===== src/rtl/risc32i_pkg.sv =====
// Shared risc32i definitions: opcodes, hazard classes, pipeline stage indices
// and the hazard scoreboard entry.
package risc32i_pkg;

   localparam int unsigned SB_RD_W = 8;

   localparam logic [6:0] OP_LUI    = 7'b0110111;
   localparam logic [6:0] OP_AUIPC  = 7'b0010111;
   localparam logic [6:0] OP_JAL    = 7'b1101111;
   localparam logic [6:0] OP_JALR   = 7'b1100111;
   localparam logic [6:0] OP_BRANCH = 7'b1100011;
   localparam logic [6:0] OP_LOAD   = 7'b0000011;
   localparam logic [6:0] OP_STORE  = 7'b0100011;
   localparam logic [6:0] OP_IMM    = 7'b0010011;
   localparam logic [6:0] OP_REG    = 7'b0110011;

   typedef enum logic [2:0] {
      HZ_REGISTER  = 3'd0,
      HZ_LOAD      = 3'd1,
      HZ_STORE     = 3'd2,
      HZ_IMMEDIATE = 3'd3,
      HZ_UPPERIMM  = 3'd4,
      HZ_BRANCH    = 3'd5
   } hz_type_e;

   typedef enum logic [1:0] {
      ST_DECODE    = 2'd0,
      ST_EXECUTE   = 2'd1,
      ST_MEMORY    = 2'd2,
      ST_WRITEBACK = 2'd3
   } stage_e;

   // rd is held at a fixed width so one struct serves every REG_W up to SB_RD_W
   typedef struct packed {
      logic               valid;
      logic [SB_RD_W-1:0] rd;
      logic               is_load;
      logic               is_branch;
      logic               writes;
   } sb_entry_t;

   function automatic logic type_writes(input logic [2:0] t);
      return t inside {HZ_REGISTER, HZ_LOAD, HZ_IMMEDIATE, HZ_UPPERIMM};
   endfunction

   function automatic logic uses_rs1(input logic [2:0] t);
      return t inside {HZ_REGISTER, HZ_LOAD, HZ_STORE, HZ_IMMEDIATE, HZ_BRANCH};
   endfunction

   function automatic logic uses_rs2(input logic [2:0] t);
      return t inside {HZ_REGISTER, HZ_STORE, HZ_BRANCH};
   endfunction

endpackage


===== src/rtl/hazard_src_match.sv =====
// Priority match of one decode source register against the in-flight
// scoreboard; the youngest (lowest stage index) writer wins.
module hazard_src_match
   import risc32i_pkg::*;
#(
   parameter  int unsigned NUM_STAGES = 3,
   localparam int unsigned SEL_W      = $clog2(NUM_STAGES + 1)
) (
   input  sb_entry_t [NUM_STAGES:1] sb,
   input  logic                     used,
   input  logic [SB_RD_W-1:0]       rs,
   output logic                     hit,
   output logic [SEL_W-1:0]         stage,
   output logic                     is_load
);

   // Scan oldest to youngest so the last assignment is the youngest match
   always_comb begin
      hit     = 1'b0;
      stage   = '0;
      is_load = 1'b0;
      for (int k = int'(NUM_STAGES); k >= 1; k--) begin
         if (used && (rs != '0) && sb[k].valid && sb[k].writes && (sb[k].rd == rs)) begin
            hit     = 1'b1;
            stage   = SEL_W'(k);
            is_load = sb[k].is_load;
         end
      end
   end

endmodule


===== src/rtl/hazard_unit.sv =====
// Pipeline hazard unit: issue/stall/flush decision and operand forwarding
// selects from a shifting scoreboard of in-flight destination registers.
module hazard_unit
   import risc32i_pkg::*;
#(
   parameter  int unsigned NUM_STAGES = 3,
   parameter  int unsigned FORWARDING = 1,
   parameter  int unsigned REG_W      = 5,
   parameter  int unsigned CNT_W      = 32,
   localparam int unsigned SEL_W      = $clog2(NUM_STAGES + 1)
) (
   input  logic             clk,
   input  logic             reset_n,
   input  logic             dec_valid,
   input  logic [2:0]       dec_type,
   input  logic [REG_W-1:0] dec_rs1,
   input  logic [REG_W-1:0] dec_rs2,
   input  logic [REG_W-1:0] dec_rd,
   input  logic             branch_taken,
   output logic             issue,
   output logic             stall,
   output logic             flush,
   output logic [SEL_W-1:0] fwd_rs1_sel,
   output logic [SEL_W-1:0] fwd_rs2_sel,
   output logic [CNT_W-1:0] stall_count,
   output logic [CNT_W-1:0] flush_count
);

   sb_entry_t [NUM_STAGES:1] sb;
   sb_entry_t                dec_entry;
   logic                     use1, use2;
   logic                     hit1, hit2, ld1, ld2, haz1, haz2;
   logic [SEL_W-1:0]         stg1, stg2;

   assign use1 = dec_valid && uses_rs1(dec_type);
   assign use2 = dec_valid && uses_rs2(dec_type);

   hazard_src_match #(.NUM_STAGES(NUM_STAGES)) u_match_rs1 (
      .sb      (sb),
      .used    (use1),
      .rs      (SB_RD_W'(dec_rs1)),
      .hit     (hit1),
      .stage   (stg1),
      .is_load (ld1)
   );

   hazard_src_match #(.NUM_STAGES(NUM_STAGES)) u_match_rs2 (
      .sb      (sb),
      .used    (use2),
      .rs      (SB_RD_W'(dec_rs2)),
      .hit     (hit2),
      .stage   (stg2),
      .is_load (ld2)
   );

   // Stall-only mode can read the final stage through the write-through register file
   always_comb begin
      haz1 = 1'b0;
      haz2 = 1'b0;
      if (FORWARDING != 0) begin
         haz1 = hit1 && (stg1 == SEL_W'(1)) && ld1;
         haz2 = hit2 && (stg2 == SEL_W'(1)) && ld2;
      end else begin
         haz1 = hit1 && (stg1 != SEL_W'(NUM_STAGES));
         haz2 = hit2 && (stg2 != SEL_W'(NUM_STAGES));
      end
   end

   // A taken branch in EXECUTE squashes decode and overrides any hazard
   always_comb begin
      flush       = branch_taken && sb[1].valid && sb[1].is_branch;
      stall       = (haz1 || haz2) && !flush;
      issue       = dec_valid && !stall && !flush;
      fwd_rs1_sel = ((FORWARDING != 0) && hit1 && !haz1) ? stg1 : '0;
      fwd_rs2_sel = ((FORWARDING != 0) && hit2 && !haz2) ? stg2 : '0;
   end

   always_comb begin
      dec_entry           = '0;
      dec_entry.valid     = 1'b1;
      dec_entry.rd        = SB_RD_W'(dec_rd);
      dec_entry.is_load   = (dec_type == HZ_LOAD);
      dec_entry.is_branch = (dec_type == HZ_BRANCH);
      dec_entry.writes    = type_writes(dec_type) && (dec_rd != '0);
   end

   always_ff @(posedge clk) begin
      if (!reset_n) begin
         sb          <= '0;
         stall_count <= '0;
         flush_count <= '0;
      end else begin
         sb[1] <= issue ? dec_entry : '0;
         for (int k = 2; k <= int'(NUM_STAGES); k++) begin
            sb[k] <= sb[k-1];
         end
         if (stall && (stall_count != '1)) stall_count <= stall_count + CNT_W'(1);
         if (flush && (flush_count != '1)) flush_count <= flush_count + CNT_W'(1);
      end
   end

endmodule

===== config.mk =====
export PLATFORM = sky130hd
export DESIGN_NAME = hazard_unit
export DESIGN_NICKNAME = d
export VERILOG_FILES = /design/src/rtl/risc32i_pkg.sv /design/src/rtl/hazard_src_match.sv /design/src/rtl/hazard_unit.sv
export SDC_FILE = /design/constraint.sdc
export NUM_CORES = 1
export LEC_CHECK = 0
export CAP_MARGIN = 20
export CORE_UTILIZATION = 51
export CTS_CLUSTER_SIZE = 20
export DETAILED_ROUTE_END_ITERATION = 8
export PLACE_DENSITY = 0.9
export SYNTH_ARGS = -nofsm -noshare
export SYNTH_HDL_FRONTEND = slang
export SYNTH_SLANG_ARGS = --single-unit

===== constraint.sdc =====
create_clock -name clk -period 3.1 [get_ports clk]
set_clock_uncertainty 0.05 [all_clocks]
set_input_delay 0.62 -clock clk [delete_from_list [all_inputs] [get_ports clk]]
set_output_delay 0.62 -clock clk [all_outputs]
set_load 0.05 [all_outputs]

### Yosys cells after proc, flatten, opt, wreduce, memory -nomap -nowiden

Cells that the tools add are included.

* output and inout bits: 71
* input bits: 22
* flip-flop bits (word level): 98
* logic and storage cells: 103

* $add $sub $neg: 2
* equality and inequality tests: 15
* mux-type cells: 21
* reduce and logical (&&, ||, !) cells: 49

Operators with widths (count)
* $add A32 B1 Y32 const B: 2
* $ne A32 B32 Y1 const B: 2
* $eq A8 B5 Y1: 6
* $logic_and A1 B1 Y1: 36
* $mux W2: 8
* $reduce_bool A8 Y1: 2
* $mux W1: 12
* $mux W12: 1
* $reduce_bool A5 Y1: 2
* $eq A3 B2 Y1 const B: 2
* $eq A3 B3 Y1 const B: 2
* $eq A2 B1 Y1 const B: 2
* $logic_not A1 Y1: 4
* $reduce_bool A4 Y1: 1
* $eq A3 B1 Y1 const B: 1
* $logic_not A3 Y1: 1
* $reduce_bool A3 Y1: 1
* $reduce_and A2 Y1: 1
* $logic_or A1 B1 Y1: 1

### Logic depth before layout (Yosys ltp)

Gate-level depths: netlist of the first run.

* depth after elaboration: 19
* gate-level depth with buffers: 8
* mapped depth without buffers: 7

### Cells and area by module

Synthesis of the first run repeated with hierarchy kept, for this count alone.

* cell total of the unflattened synthesis: 568
* area total of the unflattened synthesis: 4843.4 sq um

Modules (own cells, without submodules)
* hazard_unit: cells an instance 468, area each 4070.2 sq um, times used 1
* hazard_src_match: cells an instance 50, area each 386.6 sq um, times used 2

### Least setup slack after synthesis of the first run

OpenSTA, ideal clock, no wires.

* kind: input port to output port
* start point: input dec_type[1]
* end point: output fwd_rs2_sel[0]
* stages: 6
* path slack: -0.022 ns
* data arrival time: 2.452 ns
* path buffers: 0
* path through: and2b_1 o211ai_1 or2_2 nor4_1 nand2b_1 mux2i_1

* longest elaborated chain between the ends: 16
* elaborated cells on any way between the ends: 30
* classes of those cells: eq/ne (3); mux (10); reduce/logical (17)

Ends and longest elaborated chain
* start: declaration: line hazard_unit.sv:15 `input logic [2:0] dec_type,`
* $eq A3 B2 Y1 (tied with other cells): line risc32i_pkg.sv:51 `return t inside {HZ_REGISTER, HZ_STORE, HZ_BRANCH};`
* $reduce_bool A3 Y1 (*): line risc32i_pkg.sv:51
* $logic_and A1 B1 Y1 (*): line hazard_unit.sv:36 `assign use2 = dec_valid && uses_rs2(dec_type);`
* $logic_and A1 B1 Y1 (*): line hazard_src_match.sv:23 `if (used && (rs != '0) && sb[k].valid && sb[k].writes && (sb[k].rd == rs)) begin`
* $logic_and A1 B1 Y1 (3 in series): line hazard_src_match.sv:23
* $mux W2 (3 in series): line hazard_src_match.sv:23
* $eq A2 B1 Y1: line hazard_unit.sv:62 `haz2 = hit2 && (stg2 == SEL_W'(1)) && ld2;`
* $logic_and A1 B1 Y1 (2 in series): line hazard_unit.sv:62
* $logic_not A1 Y1: line hazard_unit.sv:75 `fwd_rs2_sel = ((FORWARDING != 0) && hit2 && !haz2) ? stg2 : '0;`
* $logic_and A1 B1 Y1: line hazard_unit.sv:75
* $mux W2 (*): line hazard_unit.sv:75
* end: declaration: line hazard_unit.sv:24 `output logic [SEL_W-1:0] fwd_rs2_sel,`

Every way passes the cells marked *; elsewhere a longest branch is shown, timed or not.

### Worst setup path in the final report of the first run

* start point: input dec_rs2[4]
* end point: output fwd_rs2_sel[0]

* longest elaborated chain between the ends: 14
* elaborated cells on any way between the ends: 29
* classes of those cells: eq/ne (4); mux (10); reduce/logical (15)

Ends and longest elaborated chain
* start: declaration: line hazard_unit.sv:17 `input logic [REG_W-1:0] dec_rs2,`
* $reduce_bool A8 Y1: line hazard_src_match.sv:23
* $logic_and A1 B1 Y1 (4 in series): line hazard_src_match.sv:23
* $mux W2 (3 in series): line hazard_src_match.sv:23
* $eq A2 B1 Y1: line hazard_unit.sv:62
* $logic_and A1 B1 Y1 (2 in series): line hazard_unit.sv:62
* $logic_not A1 Y1: line hazard_unit.sv:75
* $logic_and A1 B1 Y1: line hazard_unit.sv:75
* $mux W2 (*): line hazard_unit.sv:75

Marks and branches as above.

==> impl_metrics.tcl, run 1 <==
set metrics [dict create \
    outcome "completed" \
    synth_seq_area_share_pct 39.4 \
    core_mm2 0.00830 \
    hold_depth 1 \
    cts_tree "done" \
    reg2reg_to "stall_count[23]" \
    cp.depth 8 \
    cap_viol_max_count 0 \
    syn-num-nets 556 \
    ctsHoldBuffers 0 \
    power_density_mw_per_mm2 360 \
    clkTransAtPathRegs_ns 0.09 \
    die_y_um 95.1 \
    io_pins 93 \
    cts_root_buf "clkbuf_8" \
    yosysWarnings 0 \
    fin_crit_sh_pct 99.0 \
    grt_max_degree 33 \
    fin_crit_ns 3.07 \
    layout_commonest_cell "dfxtp_1" \
    finalNonFillerCells 761 \
    rrSetupSlack_ns 0.47 \
    setup_viol 0 \
    drtIter0Drc 261 \
    rsz0062_at_grt "true" \
    synth-seq-cells 87 \
    fmax_mhz 326 \
    hold_path_class "reg2reg" \
    dp_hpwl_um 8810 \
    crit_slowest_cell "or4_4" \
    slew_violations 0 \
    crit_path_end "fwd_rs2_sel[0]" \
    timing.rr.start "sb[6]" \
    antenna_found_initial 0 \
    clkLatencyLatePin_ns 0.37 \
    clkSinkCount 87 \
    pre_cts_ws_ns -0.243 \
    post_drt_wl_per_cell_um 16.7 \
    leakage_nw 2.08 \
    layout_common_cells "dfxtp_1 (87), clkdlybuf4s50_1 (72), xnor2_1 (46), nor2_1 (45), nand2_1 (42)" \
    die_w_um 95.1 \
    initial_core_util_pct 53.3 \
    cp_num_buf_inv 2 \
    worstPathArrival_ns 2.40 \
    maxSlewHeadroom_pct 54.1 \
    fin_area_mm2 0.00609 \
    num_vias 4536 \
    track_usage_pct 28.6 \
    ant_nets 0 \
    cp.required_ns 2.43 \
    drt_pass1_iterations 5 \
    route.detailed.drc 0 \
    reg2reg_depth 8 \
    postSynthCellCount 532 \
    netlist_area_mm2 0.00442 \
    grt_pass1_vias 4313 \
    ys_types 44 \
    numCtsBuffers 9 \
    grt_pass1_wl_um 20200 \
    routed_via_density 5.96 \
    clockBufferDepth 2 \
    crit_family "simple AND/OR/NAND/NOR gates" \
    startpoint "dec_rs2[4]" \
    fin_nets 675 \
    setup_slack_ns 0.0301 \
    num_rows 33 \
    n_antenna_cell 0 \
    htree_levels 3 \
    tightest_slew_ns 0.685 \
    io_buffers 92 \
    placedCellCount 739 \
    syn_area_per_cell_um2 8.31 \
    irDropWorstVdd_mv 0.211 \
    cp_cell_sequence "dlygate4sd2_1, or4_4, nor2_4, or2_4, nor3_1, nand2b_1, mux2i_4, buf_12" \
    wirelength_um 12700 \
    grt_overflow_total 0 \
    place_area_mm2 0.00570 \
    area_growth_pct 37.8 \
    gp_congestion 0.898 \
    hold_viol_final 0 \
    slowest_delay_ns 0.57 \
    dieArea_mm2 0.00904 \
    drive_above_1_share_pct 13.6 \
    path_max_fanout 3 \
    n_fill_cell 559 \
    cp-start-kind "input port" \
    worstSetupPathType "in2out" \
    worstSetupEndpointType "output port" \
]
per-stage QoR:
step                      hold slack (ns)  util (%)  setup TNS [ns]  power, mW
after floorplan                     0.402         -               0       1.22
after global placement              0.422      68.6          -0.360       1.29
after detailed placement            0.430      68.6           -1.99       1.30
after CTS                           0.436      72.4         -0.0433       2.19
after global routing                0.462      73.4         -0.0613       2.26
final                               0.439      73.4               0       2.19
kinds of logic (layout without fill, tap and decap cells):
logic type | after synthesis | count (layout) | synth area share [%]
simple gates | 273 | 273 | 34.4
fa+ha+maj | 2 | 2 | 0.566
xor+xnor | 57 | 57 | 11.3
mux | 10 | 10 | 2.26
compound gates | 71 | 71 | 9.26
flops | 87 | 87 | 39.4
buf+inv | 32 | 156 | 2.83
worst min path at each step:
stage / endpoint / from
detailed placement: sb[35] / sb[23]
global route: sb[35] / sb[23]
finish: sb[35] / sb[23]
global placement: stall_count[31] / stall_count[31]
floorplan: sb[35] / sb[23]
CTS: sb[35] / sb[23]
synthesized netlist by cell type, drive strengths merged:
| library cell | count | share of area [%] |
|---|---|---|
| nand2 | 42 | 3.6 |
| nor4b | 1 | 0.20 |
| xnor2 | 46 | 9.1 |
| and2b | 1 | 0.17 |
| dfxtp | 87 | 39 |
| clkbuf | 17 | 1.5 |
| or3 | 22 | 3.1 |
| nor2 | 49 | 4.2 |
| nor4 | 21 | 3.5 |
| ha | 2 | 0.57 |
| o311ai | 1 | 0.20 |
| a21oi | 28 | 3.2 |
| nand2b | 9 | 1.3 |
| and4 | 5 | 0.99 |
| o211ai | 4 | 0.68 |
| buf | 4 | 0.42 |
| o41ai | 1 | 0.20 |
| o21ai | 24 | 2.7 |
| mux2i | 10 | 2.3 |
| or2 | 5 | 0.71 |
| o2111ai | 1 | 0.20 |
| nand4 | 28 | 4.6 |
| a31o | 1 | 0.20 |
| a22oi | 1 | 0.17 |
| o31ai | 8 | 1.4 |
| and2 | 20 | 2.8 |
| o21ba | 1 | 0.23 |
| or4 | 11 | 1.9 |
| nand3 | 24 | 2.7 |
| xor2 | 11 | 2.2 |
| and3 | 12 | 1.7 |
| nor3 | 20 | 2.5 |
| inv | 11 | 0.93 |
| nor3b | 2 | 0.34 |
| or3b | 1 | 0.20 |
| a31oi | 1 | 0.14 |
cell type report:
cell class | count | area, um^2 | share of cell area (%)
multi-input cells | 413 | 2670 | 43.8
flip-flops and latches | 87 | 1740 | 28.6
repair buffers | 129 | 1290 | 21.1
well taps | 105 | 131 | 2.16
clock buffers | 9 | 124 | 2.03
clock inverters | 7 | 103 | 1.68
inverters | 11 | 41.3 | 0.678
power breakdown:
group          total, mW  switching (mW)  internal [mW]
registers           1.14         0.00992           1.13
logic              0.150          0.0778         0.0725
clock network      0.908           0.444          0.464
total               2.19           0.532           1.66
per-layer routing:
metal | GRT usage [%] | wire length [um] | vias to the layer above | share of wire [%]
met5 | 0 | 0 | - | 0
met4 | 10.9 | 290 | 0 | 2.3
met3 | 6.46 | 846 | 35 | 6.6
met2 | 49.4 | 6410 | 190 | 50
met1 | 34.5 | 5190 | 2165 | 41
li1 | - | - | 2146 | -
registers in the layout, summed over array words and instances, names as in the netlist:
register / count
sb: 23
flush_count: 32
stall_count: 32
repair_timing:
item                       4_1_cts  5_1_grt
pin swaps                        6        9
buffers inserted                 3        3
setup endpoints to repair        6        6
gates resized for setup         20       17
(Power assumes the default switching activity.)
==> run 2, diff against run 1 <==
--- a/config.mk
+++ b/config.mk
@@ -5,11 +5,13 @@
 export SDC_FILE = /design/constraint.sdc
 export NUM_CORES = 1
 export LEC_CHECK = 0
+export ABC_AREA = 0
 export CAP_MARGIN = 20
-export CORE_UTILIZATION = 51
+export CORE_UTILIZATION = 33
 export CTS_CLUSTER_SIZE = 20
 export DETAILED_ROUTE_END_ITERATION = 8
-export PLACE_DENSITY = 0.9
+export MAX_ROUTING_LAYER = met4
+export PLACE_DENSITY = 0.66
 export SYNTH_ARGS = -nofsm -noshare
 export SYNTH_HDL_FRONTEND = slang
 export SYNTH_SLANG_ARGS = --single-unit
==> run 2 against run 1 <==
Effect of this change:
- cell count up 9.3%
- total power increased by 12%
- global-route usage is 11 points lower
- register-to-register slack gained 0.05 ns
- wire length decreased by 6.0%
- non-clock buffer count increased by 4
- die area up 53%
- sequential power barely moved
- design area increased by 3.1%
- largest cell class unchanged
- clock power increased by 30%
- via count shrank 5.8%
- clock-buffer cell count up 4
==> impl_metrics.tcl, run 2 (synthesis results as in run 1) <==
set metrics [dict create \
    cp.required_ns 2.43 \
    grt_overflow_total 0 \
    num_vias 4273 \
    reg_top3 "flush_count (32), stall_count (32), sb (23)" \
    drive_above_1_share_pct 13.5 \
    maxSlewHeadroom_pct 59.3 \
    worstSetupPathType "in2out" \
    path_max_fanout 3 \
    cp_cell_sequence "clkdlybuf4s50_1, nand2b_4, o211ai_1, buf_4, nor4_2, buf_4, mux2i_4, buf_12" \
    track_usage_pct 17.8 \
    die_y_um 118 \
    grt_max_degree 57 \
    num_rows 41 \
    route.detailed.drc 0 \
    cap_viol_max_count 0 \
    slew_violations 0 \
    power_density_mw_per_mm2 392 \
    gp_congestion 0.846 \
    numCtsBuffers 9 \
    grt_pass1_vias 3951 \
    io_buffers 92 \
    fin_crit_ns 3.06 \
    setup_viol 0 \
    area_growth_pct 42.2 \
    setup_slack_ns 0.0367 \
    wirelength_um 12000 \
    clkLatencyLatePin_ns 0.34 \
    fin_crit_sh_pct 98.8 \
    dieArea_mm2 0.0139 \
    grt_pass1_wl_um 19400 \
    hold_path_class "reg2reg" \
    worstSetupEndpointType "output port" \
    clkTransAtPathRegs_ns 0.06 \
    cts_root_buf "clkbuf_16" \
    antenna_found_initial 0 \
    clockBufferDepth 2 \
    drtIter0Drc 315 \
    die_w_um 118 \
    hold_viol_final 0 \
    irDropWorstVdd_mv 0.198 \
    n_antenna_cell 0 \
    worstPathArrival_ns 2.39 \
    io_pins 93 \
    ant_nets 0 \
    initial_core_util_pct 34.5 \
    fmax_mhz 326 \
    cts_tree "done" \
    htree_levels 3 \
    drt_pass1_iterations 5 \
    leakage_nw 2.11 \
    finalHoldWorstSlack_ns 0.441 \
    outcome "completed" \
    fin_nets 679 \
    core_mm2 0.0128 \
    crit_top_cell "buf_4" \
    pre_cts_ws_ns -0.175 \
    tightest_slew_ns 0.611 \
    layout_common_cells "dfxtp_1 (87), clkdlybuf4s50_1 (74), nor2_1 (47), xnor2_1 (45), nand2_1 (42)" \
    layout_commonest_cell "dfxtp_1" \
    routed_via_density 5.14 \
    cp-start-kind "input port" \
    dp_hpwl_um 8670 \
    crit_slowest_cell "clkdlybuf4s50_1" \
    clkSinkCount 87 \
    post_drt_wl_per_cell_um 14.4 \
    slowest_delay_ns 0.51 \
]
-- run 2: changes by cell type in the layout (fill, tap and decap cells not counted), sizes merged, moves of 2 or more --
cell           previous run  this run
dlygate4sd2               4         7
dlymetal6s2s              9         4
clkbuf                    9        13
buf                      44        48
clkdlybuf4s50            72        74
inv                      14        11
-- run 2: final cells by class --
cell class                 count  area (um^2)
inverter                      11         41.3
sequential                    87         1740
clock inverter                 3         65.1
clock buffer                  13          260
tap                          172          215
timing repair buffer         133         1300
fill                        1218         6540
multi-input combinational    413         2660
-- run 2: power breakdown --
group / switching [mW] / internal [mW]
registers: 0.00951 / 1.13
clock network: 0.434 / 0.749
logic: 0.0736 / 0.0736
total: 0.517 / 1.95
-- run 2: per-layer routing --
layer  share of wire (%)  track usage (%)  routed length [um]  vias to the layer above
met5                   0                -                   0                        -
met4                 1.7             6.97                 200                        0
met3                 4.5             3.92                 544                       14
met2                  47             27.7                5590                       91
met1                  47             22.3                5630                     2005
li1                    -                -                   -                     2163
-- run 2: final timing paths --
check / from / endpoint / slack, ns / cells past startpoint
setup / recovery: dec_type[2] / fwd_rs2_sel[0] / 0.04 / 8
hold / removal: stall_count[26] / stall_count[26] / 0.44 / 2
hold reg to reg: stall_count[26] / stall_count[26] / 0.44 / 2
setup reg to reg: sb[6] / stall_count[14] / 0.52 / 10
-- run 2: per-stage QoR --
step,instances,area (um^2),total power [mW],TNS [ns],utilization (%)
5_1_grt,832,6280,2.54,-0.0250,49.0
3_3_place_gp,814,5840,1.30,-0.675,45.5
4_1_cts,830,6220,2.49,-0.0146,48.5
2_1_floorplan,532,4420,1.22,0,-
6_report,832,6280,2.47,0,49.0
3_5_place_dp,814,5840,1.30,-1.08,45.5
-- run 2: worst max-delay path, delay by kind of cell --
kind | cells | cell delay (ns)
buffers and inverters | 4 | 1.02
AO/OA/AOI/OAI | 1 | 0.11
AND/OR/NAND/NOR | 2 | 0.40
multiplexers | 1 | 0.24
-- run 2: what timing repair did --
item | CTS | global route
pin swaps | 6 | 4
buffers inserted | 0 | 2
hold buffers | 0 | 0
gates cloned | 0 | 0
endpoints found under the setup margin | 5 | 6
gates resized for setup | 23 | 9
==> run 3, diff against run 2 <==
--- a/config.mk
+++ b/config.mk
@@ -6,7 +6,6 @@
 export NUM_CORES = 1
 export LEC_CHECK = 0
 export ABC_AREA = 0
-export CAP_MARGIN = 20
 export CORE_UTILIZATION = 33
 export CTS_CLUSTER_SIZE = 20
 export DETAILED_ROUTE_END_ITERATION = 8
==> results of run 3 <==
No change in the layout: final DEF, timing and power equal those of run 2.
